### src/rtl/ifu_prefetch.sv
// ifu_prefetch: sequential instruction prefetcher with a DEPTH-entry queue.
// Issues one word-aligned fetch per cycle while the queue has credit. It
// captures each response one cycle later together with its PC, and presents
// the queue head to decode through a valid/ready handshake. A branch redirect
// empties the queue, drops the in-flight response and restarts fetch at the
// aligned target.
module ifu_prefetch #(
    parameter int                 XLEN     = 32,
    parameter int                 DEPTH    = 4,
    parameter logic [XLEN-1:0]    RESET_PC = '0,
    parameter logic [31:0]        NOP_WORD = 32'h00000013
) (
    input  logic                         clk,
    input  logic                         reset,
    input  logic                         branch_taken,
    input  logic [XLEN-1:0]              branch_target,
    output logic                         imem_req,
    output logic [XLEN-1:0]              imem_addr,
    input  logic [31:0]                  imem_rdata,
    output logic                         instr_valid,
    input  logic                         instr_ready,
    output logic [31:0]                  Instruction_Code,
    output logic [XLEN-1:0]              instr_pc,
    output logic [$clog2(DEPTH+1)-1:0]   fifo_count
);

    localparam int CW = $clog2(DEPTH + 1);
    localparam int PW = $clog2(DEPTH);
    localparam logic [XLEN-1:0] ALIGN_MASK = ~XLEN'(3);
    localparam logic [XLEN-1:0] RESET_PC_ALIGNED = RESET_PC & ALIGN_MASK;

    // Fetch-side control state
    logic [XLEN-1:0] r_fetch_pc;
    logic            r_pend;
    logic [XLEN-1:0] r_pend_pc;

    // Prefetch queue storage and bookkeeping
    logic [31:0]     r_q_instr [DEPTH];
    logic [XLEN-1:0] r_q_pc    [DEPTH];
    logic [PW-1:0]   r_wr_ptr;
    logic [PW-1:0]   r_rd_ptr;
    logic [CW-1:0]   r_count;

    logic            w_not_empty;
    logic            w_pop;
    logic            w_push;
    logic            w_issue;
    logic [CW:0]     w_need;
    logic            w_room;
    logic [XLEN-1:0] w_target;

    // Handshake, credit and issue decisions for the current cycle
    always_comb begin
        w_not_empty = (r_count != '0);
        w_pop       = instr_valid & instr_ready;
        // Occupancy once the outstanding response lands and this cycle's pop
        // leaves; counting the pending word keeps the queue from overflowing.
        w_need      = {1'b0, r_count} + {{CW{1'b0}}, r_pend} - {{CW{1'b0}}, w_pop};
        w_room      = (w_need < (CW+1)'(DEPTH));
        w_issue     = ~reset & ~branch_taken & w_room;
        // A flush in the same cycle discards the arriving response.
        w_push      = r_pend & ~branch_taken & ~reset;
        w_target    = branch_target & ALIGN_MASK;
    end

    // Decode-facing outputs come from registered queue state only
    always_comb begin
        instr_valid      = w_not_empty & ~reset;
        Instruction_Code = NOP_WORD;
        instr_pc         = '0;
        if (instr_valid) begin
            Instruction_Code = r_q_instr[r_rd_ptr];
            instr_pc         = r_q_pc[r_rd_ptr];
        end
        imem_req   = w_issue;
        imem_addr  = r_fetch_pc;
        fifo_count = r_count;
    end

    // Fetch PC, pending flag and queue pointers; reset beats redirect beats normal flow
    always_ff @(posedge clk) begin
        if (reset) begin
            r_fetch_pc <= RESET_PC_ALIGNED;
            r_pend     <= 1'b0;
            r_wr_ptr   <= '0;
            r_rd_ptr   <= '0;
            r_count    <= '0;
        end else if (branch_taken) begin
            r_fetch_pc <= w_target;
            r_pend     <= 1'b0;
            r_wr_ptr   <= '0;
            r_rd_ptr   <= '0;
            r_count    <= '0;
        end else begin
            if (w_issue) begin
                r_fetch_pc <= r_fetch_pc + XLEN'(4);
            end
            r_pend <= w_issue;
            if (w_push) begin
                r_wr_ptr <= r_wr_ptr + PW'(1);
            end
            if (w_pop) begin
                r_rd_ptr <= r_rd_ptr + PW'(1);
            end
            r_count <= r_count + CW'(w_push) - CW'(w_pop);
        end
    end

    // Datapath registers: PC of the outstanding request and queue payload
    always_ff @(posedge clk) begin
        if (w_issue) begin
            r_pend_pc <= r_fetch_pc;
        end
        if (w_push) begin
            r_q_instr[r_wr_ptr] <= imem_rdata;
            r_q_pc[r_wr_ptr]    <= r_pend_pc;
        end
    end

endmodule

### config.mk
export PLATFORM = sky130hd
export DESIGN_NAME = ifu_prefetch
export DESIGN_NICKNAME = d
export VERILOG_FILES = /design/src/rtl/ifu_prefetch.sv
export SDC_FILE = /design/constraint.sdc
export NUM_CORES = 1
export LEC_CHECK = 0
export ABC_AREA = 0
export CAP_MARGIN = 20
export CORE_AREA = 2 2 138 194
export DETAILED_ROUTE_END_ITERATION = 10
export DIE_AREA = 0 0 140 196
export GPL_TIMING_DRIVEN = 0
export MAX_ROUTING_LAYER = met4
export PLACE_DENSITY = 0.79
export SLEW_MARGIN = 20
export SYNTH_ARGS = -nofsm -noshare
export SYNTH_HDL_FRONTEND = slang
export SYNTH_SLANG_ARGS = --single-unit
### constraint.sdc
create_clock -name clk -period 5 [get_ports clk]
set_clock_uncertainty 0.05 [all_clocks]
set_input_delay 0.75 -clock clk [delete_from_list [all_inputs] [get_ports clk]]
set_output_delay 0.75 -clock clk [all_outputs]
set_load 0.05 [all_outputs]
* Yosys cells after proc, flatten, opt, wreduce, memory -nomap -nowiden *
Memories as Yosys holds them, arrays and structs flattened. A register that Yosys moved wholly into a read port is not among the register bits.
Index checks and enable logic that the tools add are counted.

word-level totals
  register bits after elaboration = 72
  bits in writable memories = 256
  output and inout port bits = 101
  word-level logic and storage cells = 38
  memories kept = 2

cells by class
  $add $sub $neg = 7
  $lt $le $gt $ge = 1
  multiplexer cells = 10
  bitwise gates (word level) = 8
  reduce and logical (&&, ||, !) cells = 3

memories
  memory     depth  width  rd ports  clocked after Yosys merged registers in  write ports  RTL line  source
  r_q_instr  4      32     1         1                                        1            38        logic [31:0] r_q_instr [DEPTH];
  r_q_pc     4      32     1         1                                        1            39        logic [XLEN-1:0] r_q_pc [DEPTH];

operators with widths
  kind                                                 number
  2-to-1 mux 32 bit                                    4
  adder 32 x 3 -> 32 bit (second input constant)       1
  2-to-1 mux 2 bit                                     4
  bitwise AND 1 bit                                    6
  adder 2 x 1 -> 2 bit (second input constant)         2
  adder 3 x 1 -> 4 bit                                 1
  < comparator 4 x 3 -> 1 bit (second input constant)  1
  subtractor 4 x 1 -> 4 bit                            1
  adder 3 x 1 -> 3 bit                                 1
  nonzero test 3 bit                                   1
  subtractor 3 x 1 -> 3 bit                            1
  2-to-1 mux 1 bit                                     2
  inverter 1 bit                                       2
  nonzero test 2 bit                                   1
  OR reduction 2 bit                                   1

* Longest topological paths before layout *
Gate-level depths: netlist of run 1.

  depth after elaboration = 8
  gate-level depth with buffers = 12
  mapped depth without buffers = 10

* Worst setup path after synthesis of run 1 *
Ideal clock, no wire load.

  kind = input to output
  from = input reset
  to = output imem_req
  arrival time = 4691 ps
  data required time = 4200 ps
  slack = -491 ps
  stages on the path = 11
  cells stage by stage = buf_6 > nor2_1 > nand2_1 > or2_2 > ha_1 > nand2_1 > o21ba_1 > o311a_1 > buf_2 > buf_1 > nor2_1

between the ends
  cells in the longest elaborated chain, start to end = 6
  elaborated cells between the ends (all ways) = 7
  classes of those cells = add/sub (1); order compare (1); bitwise (5)

RTL lines
  element                      RTL line  source
  start: declaration           14        input logic reset,
  inverter 1 bit *             60, 68
  bitwise AND 1 bit            68        instr_valid = w_not_empty & ~reset;
  bitwise AND 1 bit            55        w_pop = instr_valid & instr_ready;
  subtractor 4 x 1 -> 4 bit    58        w_need = {1'b0, r_count} + {{CW{1'b0}}, r_pend} - {{CW{1'b0}}, w_pop};
  < comparator 4 x 3 -> 1 bit  59        w_room = (w_need < (CW+1)'(DEPTH));
  bitwise AND 1 bit *          60        w_issue = ~reset & ~branch_taken & w_room;
  end: declaration             17        output logic imem_req,

Mark *: on every way between the ends. The rest lies on a longest branch, timed or not.

* Final worst setup path of run 1 *
  from = register r_count[2] (netlist: fifo_count[2])
  to = output imem_req

between the ends
  cells in the longest elaborated chain, start to end = 6
  elaborated cells between the ends (all ways) = 7
  classes of those cells = add/sub (2); order compare (1); bitwise (3); reduce/logical (1)

RTL lines
  element                                                       RTL line  source
  start: declaration                                            42        logic [CW-1:0] r_count;
  start signal: assignment                                      105       r_count <= r_count + CW'(w_push) - CW'(w_pop);
  branches (longest 3 deep; another with adder 3 x 1 -> 4 bit)  -
  subtractor 4 x 1 -> 4 bit *                                   58
  < comparator 4 x 3 -> 1 bit *                                 59
  bitwise AND 1 bit *                                           60

Every way passes the cells marked *.

==> impl_results.md, run 1 <==
* Finished Core Util at 60.73%
* Total CTS buffers at 29
* Post-synth EDFFs at around 280
* Tot GR Track Use at 20.39%
* Post-DP HPWL at between 15000 and 20000 µm
* Fin crit share at 94.15%
* Synthesized area at 12670 µm²
* Maximum VDD drop at ~0.27 mV
* Fin. Hold Viols at 0
* Initial antenna violation count at 0
* Layout cell share with drive strength beyond 1 at 13.52%
* CP required at 4200 ps
* Post-CTS Hold Buffers at 0
* Pwr Density at 334.3 nW/µm²
* DRC at 24
* Drt first pass iters at 9
* Slew HR at 40.74%
* Crit path DAT at 3910 ps
* FMAX at 212.4 MHz
* Flop-to-flop setup slack at 1220 ps
* Vias in the first global route at 7562
* Synth Flop Type: edfxtp_1
* Finished Layout Cells at 1272
* Total grt overflow at 0
* Final slew viol count at 0
* Sequential fraction of the synthesis area at 72.22%
* Setup crit start kind: flop
* Chip width at 140 µm
* Hold Path Class: reg2reg
* Crit Path Max Fanout at 19
* Syn-to-layout area delta at 23.87%
* Syn Inst Count at 728
* DR iter-0 viols at 585
* # IOs at 169
* Placed Cells at about 1200
* Routability cong. at between 0.9 and 1
* Final setup viols at 0
* Clock slew at reported path FFs at roughly 60 ps
* Worst Path Class, Setup: reg2out
* Max-Cap Viols at 0
* DR WL/cell at about 21 µm
* CTS tree: yes
* H-tree levels at 1
* Routed WL at approximately 27000 µm
* Clk buf depth at 3
* Core Footprint at ~26000 µm²
* RSZ-0062 raised after global routing: false
* First-pass GRT wire length at ~42000 µm
* Initial Util at roughly half
* Die area at ~27000 µm²
* Site Rows at 70
* Status: complete, but fails checks
* Failing checks: design-rule violations
* Leak Pwr at 4.988 nW
* Port Buf Inserts at 160
* Clock root buffer: clkbuf_16
* Synth unique cells at 52
* Crit end category: primary output
* Largest net degree at the start of global routing at 43
* Vias at 7309
* Post-DRT Antenna Nets at 0
* Die outline height at 196 µm
* Vias per cell at 5.746
* Min Tclk post-route at 4708 ps
* Fraction of synthesis flops using an asynchronous set or reset pin at 0%
* Fin nets at 1004
* Yosys synthesis warning count at 0
* Yosys reg bits at 318
* Clk Latency, worst-skew pair at ~530 ps
* Clk sinks at 318
* Syn avg cell area at about 17 µm²
* Worst-Margin Slew at 888.8 ps
## power breakdown
| group | total, mW | leakage, nW | internal, mW | switching [mW] |
|---|---|---|---|---|
| Combinational | 0.309 | 1.72 | 0.126 | 0.183 |
| Clock | 1.95 | 0.411 | 1.08 | 0.872 |
| Sequential | 2.98 | 2.86 | 2.93 | 0.0510 |
## path summary, 6_finish.rpt
path	start	endpoint	cells past startpoint
setup / recovery	fifo_count[2]	imem_req	11
hold reg to reg	r_pend_pc[27]	r_q_pc[1][27]	0
hold / removal	r_pend_pc[27]	r_q_pc[1][27]	0
setup reg to reg	fifo_count[2]	imem_addr[27]	12
## what timing repair did
item | in CTS | in global routing
pin swaps | 1 | 0
endpoints found under the setup margin | 1 | 1
gates resized for setup | 2 | 1
gates cloned | 0 | 0
buffers inserted | 1 | 0
## per-stage QoR
step / setup TNS (ps) / setup slack, ps / cell area, µm² / hold slack [ps] / total power, mW
global route: 0 / 124.0 / 15690 / 465.0 / 5.412
global placement: -11880 / -1720 / 14690 / 420.9 / 3.334
detailed placement: -865.3 / -865.3 / 14840 / 432.3 / 3.344
CTS: 0 / 57.91 / 15680 / 446.6 / 5.292
floorplan: 0 / 216.4 / 12680 / 408.7 / 3.186
finish: 0 / 292.4 / 15690 / 442.3 / 5.245
## metal layers
metal  routed length, µm  part of all wire [%]  GRT usage (%)
met5                   0                     0              -
met4                 520                   1.9          5.387
met3                1721                   6.3          2.050
met2               14450                    53          36.05
met1               10470                    39          25.41
## area by class of cell
cell class / instances / area [µm²]
timing repair buffer: 166 / 1738
tap: 324 / 405.4
inverter: 18 / 67.56
clock buffer: 40 / 777.0
fill: 1884 / 10150
multi-input combinational: 349 / 3278
antenna: 1 / 2.502
sequential: 318 / 9149
buffer: 45 / 215.2
clock inverter: 11 / 58.81
## logic make-up (layout without fill, tap and decap cells)
family	count (synthesis)	count (layout)	synth area share, %
AO/OA/AOI/OAI	62	62	3.793
XOR/XNOR	6	6	0.4149
adder cells (fa/ha/maj)	9	9	0.9483
buffers and inverters	64	280	2.262
flip-flops	318	318	72.22
multiplexers	63	63	11.10
other	1	5	0.02960
AND/OR/NAND/NOR	205	205	9.226
## Yosys cell counts (all sizes together), types with 10 or more instances
master	count	area (µm²)
inv	17	63.81
and3	12	75.07
o21ai	12	60.05
nand2	17	63.81
dfxtp	40	800.8
edfxtp	278	8348
mux4	62	1396
buf	19	117.6
a2111oi	10	92.59
nor2	41	153.9
and2	63	394.1
a311oi	14	122.6
nand3	17	85.08
clkbuf	27	101.4
## sequential cells by signal, indices dropped and copies added, names as in the netlist, named ones only
name and flops:
fifo_count 3, r_pend_pc 30, r_q_instr 128, imem_addr 30
r_rd_ptr 2, r_wr_ptr 2, r_pend 1, r_q_pc 120
## critical path: stages (launching register included)
cell,delay (ps)
dfxtp_1,490
nor3_1,180
nor2_4,310
nand2_1,170
or2_2,300
ha_1,280
nand2_1,80
o21ba_1,200
o311a_1,330
buf_2,270
nor2_4,210
dlygate4sd2_1,560
## placed cells by master (no fill, tap or decap), types with 3 or more instances in the layout
cell,synthesis,final
nand2_1,17,17
xnor2_1,4,4
a2111oi_1,4,4
ha_1,8,8
a2111oi_0,6,6
nor3_1,5,5
o31a_1,3,3
buf_1,7,6
o21ai_0,3,3
clkdlybuf4s50_1,0,159
clkinv_2,0,7
nand3_1,17,17
a311oi_1,14,14
dfxtp_1,40,40
edfxtp_1,278,278
mux4_2,62,62
nor2_1,41,39
buf_4,5,6
and3_4,0,4
o31ai_1,9,9
a211oi_1,3,3
nor4_1,3,3
clkbuf_16,0,29
clkbuf_1,27,37
buf_6,3,3
conb_1,1,4
buf_16,0,4
and3_1,12,8
inv_1,17,17
and4_1,5,5
nor4b_1,8,8
clkinv_1,1,3
and2_1,63,63
or4_1,9,9
buf_2,4,4
nand4_1,9,9
nand2b_1,3,3
or3_1,6,6
o21ai_1,9,9
(Power assumes the default switching activity.)
==> run 2, diff against run 1 <==
--- a/config.mk
+++ b/config.mk
@@ -11,8 +11,10 @@
 export DETAILED_ROUTE_END_ITERATION = 10
 export DIE_AREA = 0 0 140 196
 export GPL_TIMING_DRIVEN = 0
+export HOLD_SLACK_MARGIN = 0.05
 export MAX_ROUTING_LAYER = met4
 export PLACE_DENSITY = 0.79
+export SKIP_LAST_GASP = 1
 export SLEW_MARGIN = 20
 export SYNTH_ARGS = -nofsm -noshare
 export SYNTH_HDL_FRONTEND = slang
==> results of run 2 <==
No change in the layout: final DEF, timing and power equal those of run 1.
==> run 3, diff against run 2 <==
--- a/config.mk
+++ b/config.mk
@@ -10,10 +10,11 @@
 export CORE_AREA = 2 2 138 194
 export DETAILED_ROUTE_END_ITERATION = 10
 export DIE_AREA = 0 0 140 196
+export GPL_ROUTABILITY_DRIVEN = 0
 export GPL_TIMING_DRIVEN = 0
 export HOLD_SLACK_MARGIN = 0.05
 export MAX_ROUTING_LAYER = met4
-export PLACE_DENSITY = 0.79
+export PLACE_DENSITY = 0.73
 export SKIP_LAST_GASP = 1
 export SLEW_MARGIN = 20
 export SYNTH_ARGS = -nofsm -noshare
==> run 3 against run 2 <==
Effect of this change:
- the run still ends with design-rule violations left
- setup slack better by 96 ps
- non-clock buffer count stayed put
- highest routed layer unchanged
- register-to-register slack worse by 90 ps
- largest power group unchanged
- total power is 1.0% higher
- fmax is 2.1% higher
- global-route usage is 0.081 points lower
- flip-flop and latch count stayed put
- die area stayed put
==> impl_results.md, run 3 (same netlist as run 1, synthesis figures left out) <==
* H-tree levels at 1
* Crit. Startpoint: fifo_count[2]
* Clock slew at reported path FFs at 60 ps
* Fin crit share at 92.24%
* Min Tclk post-route at around 4600 ps
* Max-Cap Viols at 0
* Total negative slack at 0 ps
* DR WL/cell at 20.87 µm
* Reg with most FFs: r_q_instr
* Flop-to-flop setup slack at 1130 ps
* CTS tree: yes
* Most frequent cells in the layout: edfxtp_1 (278), clkdlybuf4s50_1 (159), and2_1 (63)
* FMAX at 216.8 MHz
* First-pass GRT wire length at 41690 µm
* RSZ-0062 raised after global routing: false
* Pwr Density at 337.4 nW/µm²
* Fillers at 1909
* Vias per cell at between 5 and 6
* Failing checks: design-rule violations
* Drt first pass iters at 8
* Clk Latency, worst-skew pair at 540 ps
* Slew HR at 41.19%
* DRC at 11
* # IOs at between 150 and 200
* Fin nets at 1003
* CP required at roughly 4200 ps
* Largest registers: r_q_instr x128, r_q_pc x120
* Final Total Pwr at 5.299 mW
* R2r endpoint: imem_addr[11]
* Setup crit start kind: flop
* Total grt overflow at 0
* Post-DRT Antenna Nets at 0
* Sequential cell area at 9149 µm²
* Crit path DAT at between 3000 and 4000 ps
* Clk buf depth at 3
* Final slew viol count at 0
* Core Footprint at 25840 µm²
* Worst-Margin Slew at between 800 and 900 ps
* Chip width at approximately 140 µm
* Fin. Hold Viols at 0
* Clk sinks at 318
* Vias in the first global route at roughly 7500
* Routed WL at between 20000 and 30000 µm
* Tot GR Track Use at 20.31%
* Reg-to-reg startpoint: fifo_count[2]
* Layout cell share with drive strength beyond 1 at 13.31%
* Most common cell after layout, fill and taps aside: edfxtp_1
* Worst Setup EP: imem_req
* Syn-to-layout area delta at 24.00%
* Initial antenna violation count at 0
* Status: complete, but fails checks
* Leak Pwr at 4.986 nW
* Worst hold slack at 439.6 ps
* Post-CTS Hold Buffers at 0
* DR iter-0 viols at 470
* Post-DP HPWL at 17500 µm
* Die outline height at approximately 200 µm
* Clock root buffer: clkbuf_16
* Initial Util at 49.03%
* Total CTS buffers at 28
* Final setup viols at 0
* Crit end category: primary output
* Crit Path Max Fanout at 19
* Max reg flops at 128
* Vias at around 7200
* Maximum VDD drop at 0.2864 mV
* Worst Path Class, Setup: reg2out
* Antenna Cells at 0
* Port Buf Inserts at 160
* Site Rows at 70
* Area of the multi-input gates at 3278 µm²
* Die area at about 27000 µm²
* Largest net degree at the start of global routing at 45
* Hold Path Class: reg2reg
* R2r worst-path depth at 12
==> run 3: critical path: stages, from the launching register on <==
cell and delay (ps):
dfxtp_1 450, nor3_1 180, nor2_4 330, nand2_1 210
or2_2 310, ha_1 210, nor4b_1 330, o21ai_0 190
o311a_1 180, buf_2 270, nor2_4 190, clkdlybuf4s15_2 400
==> run 3: worst min path at each step <==
stage / startpoint / end / slack (ps) / cells past startpoint
3_5_place_dp: r_pend_pc[19] / r_q_pc[0][19] / 430 / 0
6_report: r_pend_pc[10] / r_q_pc[0][10] / 440 / 0
3_3_place_gp: r_pend_pc[5] / r_q_pc[3][5] / 420 / 0
2_1_floorplan: r_pend_pc[10] / r_q_pc[0][10] / 410 / 0
5_1_grt: r_pend_pc[7] / r_q_pc[2][7] / 470 / 0
4_1_cts: r_pend_pc[19] / r_q_pc[0][19] / 450 / 0
==> run 3: stage by stage <==
stage	util (%)	area, µm²	setup WS, ps	std cells
finish	60.79	15710	388.1	1271
detailed placement	57.45	14840	-943.0	1220
CTS	60.79	15710	371.5	1271
floorplan	-	12680	216.4	731
global route	60.79	15710	181.1	1271
global placement	56.85	14690	-1907	1215
==> run 3: area by class of cell <==
cell class / instances / area share, %
repair buffers: 166 / 11.08
clock inverters: 5 / 0.1434
multi-input cells: 349 / 20.87
plain buffers: 45 / 1.370
well taps: 324 / 2.581
clock buffers: 46 / 5.281
inverters: 18 / 0.4301
flip-flops and latches: 318 / 58.24
==> run 3: what timing repair did <==
action,CTS,global route
gates resized for setup,5,0
setup buffers,1,0
setup endpoints to repair,1,0
==> run 3: report_power, final <==
group	switching [mW]	internal [mW]	leakage [nW]	total [mW]
clock network	0.886	1.12	0.413	2.01
registers	0.0480	2.93	2.86	2.98
logic	0.183	0.127	1.72	0.310
total	1.12	4.18	4.99	5.30
==> run 3: layer usage <==
metal	part of all wire (%)	track usage, %	up-vias
met4	1.9	5.013	0
met1	39	25.33	3600
met2	53	35.50	254
li1	-	-	3276
met5	0	-	-
met3	6.2	2.783	37
